<file path="src/rtl/jk_register_bank.sv">
// Bank of WIDTH independent JK/D/T flip-flops with parallel load, change strobes
// and an optional saturating toggle counter (enabled by defining JK_TOGGLE_CNT_EN).
module jk_register_bank #(
  parameter int               WIDTH   = 8,
  parameter logic [WIDTH-1:0] RST_VAL = '0,
  parameter int               CNT_W   = 16
) (
  input  logic             clk,
  input  logic             reset,
  input  logic             en,
  input  logic [1:0]       mode,
  input  logic             load,
  input  logic [WIDTH-1:0] load_data,
  input  logic [WIDTH-1:0] J,
  input  logic [WIDTH-1:0] K,
  output logic [WIDTH-1:0] Q,
  output logic [WIDTH-1:0] Qn,
  output logic [WIDTH-1:0] changed,
`ifdef JK_TOGGLE_CNT_EN
  input  logic             cnt_clr,
  output logic [CNT_W-1:0] toggle_cnt,
`endif
  output logic             any_changed
);

  localparam logic [1:0] MODE_JK = 2'b00;
  localparam logic [1:0] MODE_D  = 2'b01;
  localparam logic [1:0] MODE_T  = 2'b10;

  logic [WIDTH-1:0] q_q, q_d;
  logic [WIDTH-1:0] changed_q;
  logic             any_changed_q;
  logic [WIDTH-1:0] diff;

  always_comb begin
    q_d = q_q;
    if (load) begin
      q_d = load_data;
    end else if (en) begin
      case (mode)
        MODE_JK: q_d = (J & ~q_q) | (~K & q_q);
        MODE_D:  q_d = J;
        MODE_T:  q_d = q_q ^ J;
        default: q_d = q_q;
      endcase
    end
  end

  assign diff = q_d ^ q_q;

  always_ff @(posedge clk or posedge reset) begin
    if (reset) begin
      q_q           <= RST_VAL;
      changed_q     <= '0;
      any_changed_q <= 1'b0;
    end else begin
      q_q           <= q_d;
      changed_q     <= diff;
      any_changed_q <= |diff;
    end
  end

  assign Q           = q_q;
  assign Qn          = ~q_q;
  assign changed     = changed_q;
  assign any_changed = any_changed_q;

`ifdef JK_TOGGLE_CNT_EN
  // Popcount of up to 64 bits fits in 7 bits, so the sum never overflows SUM_W.
  localparam int SUM_W = CNT_W + 7;

  function automatic logic [6:0] popcount(input logic [WIDTH-1:0] v);
    logic [6:0] n;
    n = '0;
    for (int i = 0; i < WIDTH; i++) n = n + 7'(v[i]);
    return n;
  endfunction

  function automatic logic [CNT_W-1:0] sat_add(input logic [CNT_W-1:0] a,
                                               input logic [6:0]       b);
    logic [SUM_W-1:0] s;
    s = SUM_W'(a) + SUM_W'(b);
    if (s > SUM_W'({CNT_W{1'b1}})) return {CNT_W{1'b1}};
    return s[CNT_W-1:0];
  endfunction

  logic [CNT_W-1:0] cnt_q, cnt_d;

  always_comb begin
    cnt_d = sat_add(cnt_q, popcount(diff));
    if (cnt_clr) cnt_d = '0;
  end

  always_ff @(posedge clk or posedge reset) begin
    if (reset) cnt_q <= '0;
    else       cnt_q <= cnt_d;
  end

  assign toggle_cnt = cnt_q;
`endif

endmodule

</file>
<file path="config.mk">
export PLATFORM = sky130hd
export DESIGN_NAME = jk_register_bank
export DESIGN_NICKNAME = d
export VERILOG_FILES = /design/src/rtl/jk_register_bank.sv
export SDC_FILE = /design/constraint.sdc
export NUM_CORES = 1
export LEC_CHECK = 0
export ABC_AREA = 1
export ABC_CLOCK_PERIOD_IN_PS = 2200
export CORE_MARGIN = 4
export CORE_UTILIZATION = 44
export DETAILED_ROUTE_END_ITERATION = 8
export PLACE_DENSITY = 0.82
export RECOVER_POWER = 100
export SLEW_MARGIN = 25
export SYNTH_ARGS = -nofsm -noshare
export SYNTH_HDL_FRONTEND = slang
export SYNTH_SLANG_ARGS = --single-unit
</file>
<file path="constraint.sdc">
create_clock -name clk -period 2.2 [get_ports clk]
set_input_delay 0.44 -clock clk [delete_from_list [all_inputs] [get_ports clk]]
set_output_delay 0.44 -clock clk [all_outputs]
set_load 0.02 [all_outputs]
</file>
Word-level counts from Yosys, hierarchy flattened
Index checks and enable logic that the tools add are counted.
- output and inout port bits: 25
- input port bits: 30
- bits in registers: 17
- equality and inequality tests: 2
- reduce and logical (&&, ||, !) cells: 2
- bitwise logic cells: 7
- multiplexer cells: 3
- operators with widths (operator ; number):
    $pmux 8 s3 ; 1
    $and 8x8->8 ; 2
    $mux 8 ; 2
    $not 8->8 ; 2
    $xor 8x8->8 ; 2
    $or 8x8->8 ; 1
    $reduce_or 8->1 ; 1
    $eq 2x1->1 const B ; 1
    $eq 2x2->1 const B ; 1
    $logic_not 2->1 ; 1

Logic depth before layout (Yosys ltp)
Gate-level depths: netlist of the first run.
- word-level depth: 8
- gate-level depth with buffers: 13
- gate-level depth less buffers: 12

Least setup slack after synthesis of the first run
No wires, ideal clock.
- path kind: input to register
- start point: input load
- end point: register any_changed_q, in the netlist any_changed
- setup time: 0.119 ns
- cell stages on the path: 9
- arrival time: 1.333 ns
- buffers on the path: 1
- setup slack: 0.749 ns
- cells stage by stage: buf_2 inv_1 or2_2 nand2_1 nand2_1 nand2_1 nand2_1 nor2_1 nand2_1
- cells in the longest elaborated chain, start to end: 3
- ends and longest elaborated chain (item ; line ; source):
    start, declared ; 12 ; input logic load,
    $mux 8 ; 37 ; if (load) begin
    $xor 8x8->8 ; 49 ; assign diff = q_d ^ q_q;
    $reduce_or 8->1 ; 59 ; any_changed_q <= |diff;
    end signal, assigned ; 59 ;
    end, declared ; 32 ; logic any_changed_q;
No other way between the ends.

Final worst setup path of the first run
- start point: register q_q[3], in the netlist Q[3]
- end point: output Qn[3]
- cells in the longest elaborated chain, start to end: 1
- ends and longest elaborated chain (item ; line ; source):
    start, declared ; 30 ; logic [WIDTH-1:0] q_q, q_d;
    start signal, assigned ; 57 ; q_q <= q_d;
    $not 8->8 ; 64 ; assign Qn = ~q_q;
    end, declared ; 17 ; output logic [WIDTH-1:0] Qn,
No other way between the ends.

==> impl_results.md, run 1 <==
- Status: complete, no violations
- Post-synth top area cell: dfrtp_1
- Actual slew at the worst max-slew pin: 0.6057 ns
- Hold Fails Final Rpt: 0
- Diode count: 0
- Placement Rows: 18
- Place WS: 0.03995 ns
- Clock transition at path regs: 0.11 ns
- Setup Viol. Count Final: 0
- Worst path slowest cell: dlygate4sd3_1
- Total wire length: 2.881 mm
- Post-layout util: 0.7029
- Required @ worst endpoint: 1.76 ns
- Largest net degree at the start of global routing: 18
- RR Endpoint: any_changed$_DFF_PP0_
- Synthesized flop and latch total: 17
- Root buffer cell: clkbuf_4
- Max clock buf depth: 2
- Worst hold slack: 0.6328 ns
- Syn Inst Count: 188
- Vias in the first global route: 1106
- Critical Path, Cell by Cell: inv_1 > dlygate4sd3_1
- Pre-Repair DR Iteration Count: 5
- Post-DRT Antenna Nets: 0
- Normalized max-slew margin: 0.5957
- Reg2Reg Setup Slack: 0.83 ns
- Via density per instance: 4.629
- Port buffer count: 54
- Worst Setup End Kind: output pin
- FF-to-FF path depth: 11
- Initial antenna violation count: 0
- # Post-CTS Setup Buffers: 0
- Tot GR Track Use: 0.1669
- Initial DRC Count: 20
- Crit path largest cell delay: 0.68 ns
- CP startpoint kind: register
- Crit-path max FO: 7
- Synth area leaders: dfrtp_1 36%, nand2_1 22%, nand3_1 11%, inv_1 9.5%, nor2_1 5.7%
- Die H: 59.90 um
- Ports: 55
- Fmax: 495.2 MHz
- R2r startpoint: Q[4]$_DFF_PP0_
- Max-slew violation count: 0
- Max Clock Skew: 0.01070 ns
- Maxcap violations: 0
- RSZ-0062 raised after global routing: false
- Fin crit period: 2.019 ns
- WL per Instance: 10.48 um
- Seq/Total Area, Yosys: 0.3590
- Post-Syn Nets: 218
- Worst setup endpoint: Qn[3]
- Syn_area_per_cell: 6.303 um2
- Synth cell count leaders: 70 x nand2_1, 30 x inv_1, 25 x nand3_1, 18 x nor2_1, 17 x dfrtp_1
- Hold crit path type: in2async
- Clk_lat worst skew: 0.30 ns
- Aggregate global routing overflow: 0
- Die area: 3587 um2
- Clock sinks: 17
- DR vias: 1273
- Post-CTS Resized: 0
- Filler instances: 213
- Ys Warns: 0
- Drt drc: 0
- Synthesized area: 1185 um2
- Most frequent cell after synthesis: nand2_1
- Layout cells sized above 1: 0.08980
- Netlist cell types: 15
- CTS Hold Buffers Added: 0
- Power Dens Cells: 535.4 nW/um2
- Core box area: 2522 um2
- Worst setup margin: 0.1808 ns
- CP startpoint: Q[3]$_DFF_PP0_
- Pleak: 0.9170 nW
- Ys flop type: dfrtp_1
- Die width: 59.90 um
- CP Data Arrival Time: 1.58 ns
- Peak supply drop: 630.5 uV
- HPWL Detailed: 2.364 mm
- Post-synth EDFFs: 0
- Cts bufs inserted: 3
- Total power: 0.0009492 W
- Fin Setup TNS: 0 ns
- Starting Density: 0.4697
- Final net count: 276
- First-pass GRT wire length: 4.602 mm
- Routability congestion estimate: 0.8302
- Fraction of registers with async set or reset after synthesis: 1.000
- TritonCTS clock tree: done
- CTS H-tree depth: 1
- Top cell type's share of synthesized area: 0.3590
- Final period utilization: 0.9178
- Area grow syn2layout: 49.63%
- Crit Path Category: reg2out
-- state kept, by name, indices dropped and copies added, names as in the netlist --
| name | cells |
|---|---|
| Q | 8 |
| changed | 8 |
| any_changed | 1 |
-- metrics by stage --
stage,instances,instance area (um2)
global route,275,1773
detailed placement,271,1750
global placement,271,1750
CTS,275,1778
finish,275,1773
floorplan,188,1185
-- placed cells by master (no fill, tap or decap) --
cell and n:
nand2_1 72, clkinv_2 1, nand3_2 1, clkdlybuf4s50_1 27, nand2_2 3, or2_2 8, nor2_4 2, clkbuf_4 3
buf_4 2, dfrtp_1 17, nor2_1 18, inv_1 30, a21oi_1 7, inv_2 1, nand2_4 1, dlygate4sd3_1 27
nand3_1 25
-- worst max-delay path: cells and delay by family (launching register included) --
family / cells / cell delay [ns]
flip-flops: 1 / 0.48
buffers and inverters: 2 / 0.80
-- where the power goes --
| part | leakage [nW] | internal [W] | switching [W] |
|---|---|---|---|
| combinational | 0.708 | 0.000179 | 0.000215 |
| sequential | 0.191 | 0.000351 | 0.0000351 |
| clock | 0.0177 | 0.0000678 | 0.000102 |
-- metal layers --
layer  global-route usage  part of all wire
met1               0.2148              0.44
met2               0.2824              0.47
met5                    0                 0
met3              0.05184             0.091
met4              0.01899                 0
-- how the worst min path moves through the flow --
stage	to	cells past startpoint	slack (ns)
6_report	changed[0]$_DFF_PP0_	2	0.63
5_1_grt	changed[0]$_DFF_PP0_	2	0.69
4_1_cts	changed[0]$_DFF_PP0_	2	0.51
3_5_place_dp	changed[6]$_DFF_PP0_	3	0.67
3_3_place_gp	changed[6]$_DFF_PP0_	3	0.66
2_1_floorplan	Q[0]$_DFF_PP0_	1	0.37
-- area by class of cell --
cell class / count / area, um2 / area share
clock buffer: 3 / 22.52 / 0.01270
clock inverter: 1 / 5.005 / 0.002823
inverter: 31 / 116.4 / 0.06563
multi-input combinational: 137 / 610.6 / 0.3444
sequential: 17 / 425.4 / 0.2399
tap: 30 / 37.54 / 0.02117
timing repair buffer: 56 / 555.5 / 0.3133
-- cells by family after synthesis --
group                  after synthesis  share of synthesized area
buffers and inverters               34                     0.1214
AND/OR/NAND/NOR                    130                     0.4900
AO/OA/AOI/OAI                        7                    0.02956
flip-flops                          17                     0.3590
Power figures use the tool's default switching activity.
==> run 2: changes to the inputs <==
Settings changed: ABC_AREA 1 to not set, CORE_UTILIZATION 44 to 46, PLACE_DENSITY 0.82 to 0.83.
==> run 2 against run 1 <==
  * Synthesized cell count down 23%
  * Fmax fell by 7.9%
  * Critical endpoint is now any_changed$_DFF_PP0_
  * Highest routed layer is now met4
  * Non-clock buffer count rose by 25
==> impl_results.md, run 2 <==
- TritonCTS clock tree: done
- Worst setup margin: 0.006395 ns
- Initial DRC Count: 97
- Setup Viol. Count Final: 0
- Synthesized flop and latch total: 17
- CTS Hold Buffers Added: 0
- Fin crit period: 2.194 ns
- Layout cells sized above 1: 0.2273
- Critical Path, Cell by Cell: clkdlybuf4s50_1 > or3b_2 > o311ai_2 > or3_1 > a31oi_1 > or4_1
- CP Data Arrival Time: 2.38 ns
- Ports: 55
- Clock sinks: 17
- Maxcap violations: 0
- Post-synth top area cell: dfrtp_1
- Post-Syn Nets: 175
- Netlist cell types: 36
- CTS H-tree depth: 1
- Most common cell after layout, fill and taps aside: dlygate4sd3_1
- Fin Setup TNS: 0 ns
- Tot GR Track Use: 0.2525
- Area grow syn2layout: 64.63%
- Synth cell count leaders: 17 x dfrtp_1, 17 x inv_1, 13 x a21oi_1, 10 x a221oi_1, 10 x nand2_1
- Core box area: 2567 um2
- Pre-Repair DR Iteration Count: 4
- Largest net degree at the start of global routing: 18
- Fraction of registers with async set or reset after synthesis: 1.000
- Final period utilization: 0.9971
- CP startpoint kind: input pin
- DR vias: 1518
- Post-route cell area: 2126 um2
- Root buffer cell: clkbuf_4
- HPWL Detailed: 3.026 mm
- Starting Density: 0.5029
- Status: complete, no violations
- Clk_lat worst skew: 0.30 ns
- Ys Warns: 0
- Initial antenna violation count: 0
- Dpl cells: 241
- Die area: 3719 um2
- Max clock buf depth: 2
- Syn Inst Count: 145
- Cts bufs inserted: 3
- Die H: 60.98 um
- Hold Fails Final Rpt: 0
- Synthesized area: 1291 um2
- WL per Instance: 17.78 um
- Crit Path Category: in2reg
- Fmax: 455.9 MHz
- Worst path slowest cell: clkdlybuf4s50_1
- Peak supply drop: 452.6 uV
- Crit path largest cell delay: 0.53 ns
- Clock transition at path regs: 0.12 ns
- Pleak: 0.9355 nW
- Ys flop type: dfrtp_1
- Max-slew violation count: 0
- Hold crit path type: reg2reg
- Post-synth EDFFs: 0
- Placement Rows: 18
- Total wire length: 4.446 mm
- Vias in the first global route: 1436
- Reg2Reg Setup Slack: 0.16 ns
- Syn_area_per_cell: 8.905 um2
- Post-Layout Cell Count: 250
- Drt drc: 0
- Max Clock Skew: 0.01017 ns
- Aggregate global routing overflow: 0
- Placed Area: 2001 um2
- Final net count: 251
- First-pass GRT wire length: 6.975 mm
- Normalized max-slew margin: 0.5213
- Post-DRT Antenna Nets: 0
- Diode count: 0
- Power Dens Cells: 496.3 nW/um2
- Crit-path max FO: 3
- Worst Setup End Kind: register
- Top cell type's share of synthesized area: 0.3295
- Place WS: -0.4877 ns
- Seq/Total Area, Yosys: 0.3295
- Via density per instance: 6.072
- Port buffer count: 54
- Synth area leaders: dfrtp_1 33%, a221oi_1 6.8%, a21oi_1 5.0%, inv_1 4.9%, mux2_2 3.5%
- Post-layout util: 0.8280
- RSZ-0062 raised after global routing: false
- Required @ worst endpoint: 2.39 ns
- Routability congestion estimate: 0.8585
- Actual slew at the worst max-slew pin: 0.7173 ns
- Die width: 60.98 um
- Most frequent cells in the layout: 26 x dlygate4sd3_1, 25 x clkdlybuf4s50_1, 19 x buf_4
run 2: cell count changes in the layout (fill, tap and decap cells not counted), sizes merged, moves of 6 or more:
cell	delta
nand2b	+7
nand3	-26
a21oi	+6
buf	+21
a221oi	+12
o311ai	+6
nor2	-13
inv	-14
or2	-8
nand2	-66
run 2: cells by family (layout without fill, tap and decap cells):
group / Yosys count / after routing / synth area share
xor+xnor: 2 / 2 / 0.01357
compound gates: 50 / 50 / 0.3207
simple gates: 44 / 44 / 0.1948
flops: 17 / 17 / 0.3295
buf+inv: 27 / 102 / 0.09496
mux: 5 / 5 / 0.04651
run 2: final cells by class:
cell class	instances	area, um2
Multi-Input combinational cell	101	777.0
Clock buffer	3	22.52
Sequential cell	17	425.4
Clock inverter	1	5.005
Inverter	17	63.81
Tap cell	30	37.54
Timing Repair Buffer	81	794.5
Fill cell	160	441.7
run 2: what timing repair did:
action | 4_1_cts | 5_1_grt
cloned | 2 | 0
endpoints found under the setup margin | 1 | 1
setup buffers | 3 | 0
resized for setup | 7 | 3
pin swaps | 1 | 1
run 2: report_power, final:
part	switching [W]	internal (W)	total [W]	leakage (nW)
sequential	0.0000294	0.000349	0.000378	0.196
combinational	0.000247	0.000247	0.000493	0.721
clock	0.000116	0.0000677	0.000183	0.0177
run 2: metrics by stage:
| stage | hold slack [ns] | total power, W |
|---|---|---|
| after floorplan | 0.3661 | 0.0006209 |
| after global placement | 0.5629 | 0.0008540 |
| after detailed placement | 0.5777 | 0.0008682 |
| after CTS | 0.5655 | 0.001073 |
| after global routing | 0.6283 | 0.001111 |
| final | 0.5981 | 0.001055 |
run 2: per-layer routing:
| layer | global-route usage | part of all wire | vias up | wire length [um] |
|---|---|---|---|---|
| li1 | - | - | 694 | - |
| met1 | 0.3230 | 0.40 | 699 | 1768 |
| met2 | 0.4366 | 0.48 | 111 | 2151 |
| met3 | 0.03617 | 0.099 | 14 | 439 |
| met4 | 0.08050 | 0.019 | 0 | 86 |
| met5 | 0 | 0 | - | 0 |
run 2: path summary, 6_finish.rpt:
check                               startpoint                    end  depth (start not counted)
worst max-delay path                      J[1]  any_changed$_DFF_PP0_                          6
worst min-delay path            Q[6]$_DFF_PP0_         Q[6]$_DFF_PP0_                          2
worst max register to register  Q[0]$_DFF_PP0_  any_changed$_DFF_PP0_                          5
worst min register to register  Q[6]$_DFF_PP0_         Q[6]$_DFF_PP0_                          2
max in group asynchronous                reset         Q[4]$_DFF_PP0_                          2
min in group asynchronous                reset         Q[3]$_DFF_PP0_                          2
run 2: critical path: cells and delay by family:
| kind | cells | cell delay (ns) |
|---|---|---|
| compound gates | 2 | 0.22 |
| buf+inv | 1 | 0.53 |
| simple gates | 3 | 1.19 |
==> run 3: changes to the inputs <==
Settings changed: ABC_CLOCK_PERIOD_IN_PS 2200 to 2500, CORE_UTILIZATION 46 to 42, PLACE_DENSITY 0.83 to 0.76, SLEW_MARGIN 25 to not set.
Clock period 2.2 ns to 2.5 ns, I/O delays scaled along.
==> run 3 against run 2 <==
  * Sequential share of layout area up 1.3 points
  * Sequential cell count unchanged
  * Critical path depth up 1
  * First-iteration DRC count down 8.2%
  * Clock skew down 0.0021 ns
==> impl_results.md, run 3 (synthesized netlist as in run 2, its figures left out) <==
- RSZ-0062 raised after global routing: false
- Post-Layout Cell Count: 239
- Hold endpoint: Q[6]$_DFF_PP0_
- Post-DRT Antenna Nets: 0
- Initial DRC Count: 89
- Tot GR Track Use: 0.1817
- Diode count: 0
- Most frequent cells in the layout: 27 x clkdlybuf4s50_1, 26 x dlygate4sd3_1, 17 x dfrtp_1, 17 x inv_1, 13 x a21oi_1
- Drt drc: 0
- Aggregate global routing overflow: 0
- WL per Instance: 15.97 um
- Starting Density: 0.4526
- Cts bufs inserted: 3
- Setup Viol. Count Final: 0
- RR Endpoint: any_changed$_DFF_PP0_
- Core box area: 2853 um2
- Dpl cells: 235
- Initial antenna violation count: 0
- First-pass GRT wire length: 6.085 mm
- Filler instances: 239
- Clock sinks: 17
- Power Dens Cells: 444.0 nW/um2
- Placement Rows: 19
- Die H: 63.45 um
- Hold crit path type: reg2reg
- Normalized max-slew margin: 0.5333
- HPWL Detailed: 2.921 mm
- Worst path slowest cell: or4_1
- Worst Setup End Kind: register
- Max clock buf depth: 2
- Clk_lat worst skew: 0.29 ns
- R2r startpoint: Q[3]$_DFF_PP0_
- Area grow syn2layout: 54.94%
- Worst path bufs/invs: 2
- Peak supply drop: 291.1 uV
- Final net count: 239
- Crit path largest cell delay: 0.50 ns
- Root buffer cell: clkbuf_4
- Die width: 63.45 um
- CTS H-tree depth: 1
- Vias in the first global route: 1341
- Top cell family by delay on the critical path: simple AND/OR/NAND/NOR gates
- Hold Fails Final Rpt: 0
- Worst hold slack: 0.5838 ns
- CP Data Arrival Time: 2.53 ns
- Largest net degree at the start of global routing: 26
- Layout cells sized above 1: 0.1731
- Hold wc startpoint: Q[6]$_DFF_PP0_
- Via density per instance: 5.778
- Crit-path max FO: 24
- TritonCTS clock tree: done
- Status: complete, no violations
- Fin crit period: 2.361 ns
- Pre-Repair DR Iteration Count: 4
- Multi-input gate area: 764.5 um2
- Maxcap violations: 0
- Max-slew violation count: 0
- Reg2Reg Setup Slack: 0.48 ns
- Hold path depth: 2
- Required @ worst endpoint: 2.67 ns
- Crit Path Category: in2reg
- Die area: 4025 um2
- Clock transition at path regs: 0.11 ns
- Reg area: 425.4 um2
- Max Clock Skew: 0.008074 ns
- FF-to-FF path depth: 5
- Pleak: 0.8512 nW
- CTS Hold Buffers Added: 0
- Final period utilization: 0.9444
- Fmax: 423.5 MHz
- Critical Path, Cell by Cell: clkdlybuf4s50_1 > buf_12 > or3b_2 > o311ai_2 > o311a_1 > o22ai_1 > or4_1
- CP startpoint kind: input pin
- Most common cell after layout, fill and taps aside: clkdlybuf4s50_1
- Total power: 0.0008884 W
- Total wire length: 3.818 mm
- DR vias: 1381
- Ports: 55
- Routability congestion estimate: 0.8572
- Port buffer count: 54
- Actual slew at the worst max-slew pin: 0.6993 ns
## run 3: what timing repair did
action                                  CTS  global route
resized for setup                         0             5
buffers inserted                          0             0
endpoints found under the setup margin    0             1
## run 3: worst max-delay path by stage
stage / startpoint / to / slack [ns] / cells after the start
3_3_place_gp: mode[1] / any_changed$_DFF_PP0_ / -0.23 / 6
5_1_grt: mode[0] / any_changed$_DFF_PP0_ / 0.11 / 7
4_1_cts: mode[1] / any_changed$_DFF_PP0_ / 0.05 / 7
6_report: mode[0] / any_changed$_DFF_PP0_ / 0.14 / 7
3_5_place_dp: mode[1] / any_changed$_DFF_PP0_ / -0.27 / 7
2_1_floorplan: mode[0] / any_changed$_DFF_PP0_ / 0.40 / 6
## run 3: cell type report
| class | instances | area share |
|---|---|---|
| clock buffer | 3 | 0.01126 |
| timing repair buffer | 69 | 0.3402 |
| tap | 31 | 0.01939 |
| multi-input combinational | 101 | 0.3821 |
| clock inverter | 1 | 0.002502 |
| inverter | 17 | 0.03189 |
| sequential | 17 | 0.2126 |
## run 3: layer usage
layer | share of wire | wire [um] | track usage | vias to the layer above
met1 | 0.42 | 1590 | 0.2399 | 643
met2 | 0.51 | 1949 | 0.3129 | 64
met5 | 0 | 0 | 0 | -
li1 | - | - | - | 666
met3 | 0.058 | 221 | 0.01954 | 8
met4 | 0.015 | 57 | 0.04852 | 0
## run 3: worst reg2reg max path, stage by stage, from the launching register on
cell	delay, ns
dfrtp_1	0.45
or3b_2	0.50
o311ai_2	0.12
o311a_1	0.22
o22ai_1	0.10
or4_1	0.50
## run 3: per-stage QoR
step	setup WS [ns]	setup TNS [ns]	utilization	cell area (um2)
final	0.1390	0	0.7013	2001
after global routing	0.1139	0	0.7013	2001
after CTS	0.05003	0	0.6930	1977
after detailed placement	-0.2682	-0.2682	0.6833	1949
after global placement	-0.2255	-0.2255	0.6833	1949
after floorplan	0.4022	0	-	1291
## run 3: power by group
group          internal, W  total [W]  leakage, nW  switching (W)
combinational     0.000199   0.000401        0.637       0.000202
clock            0.0000595   0.000155       0.0177      0.0000951
sequential        0.000307   0.000333        0.196      0.0000261
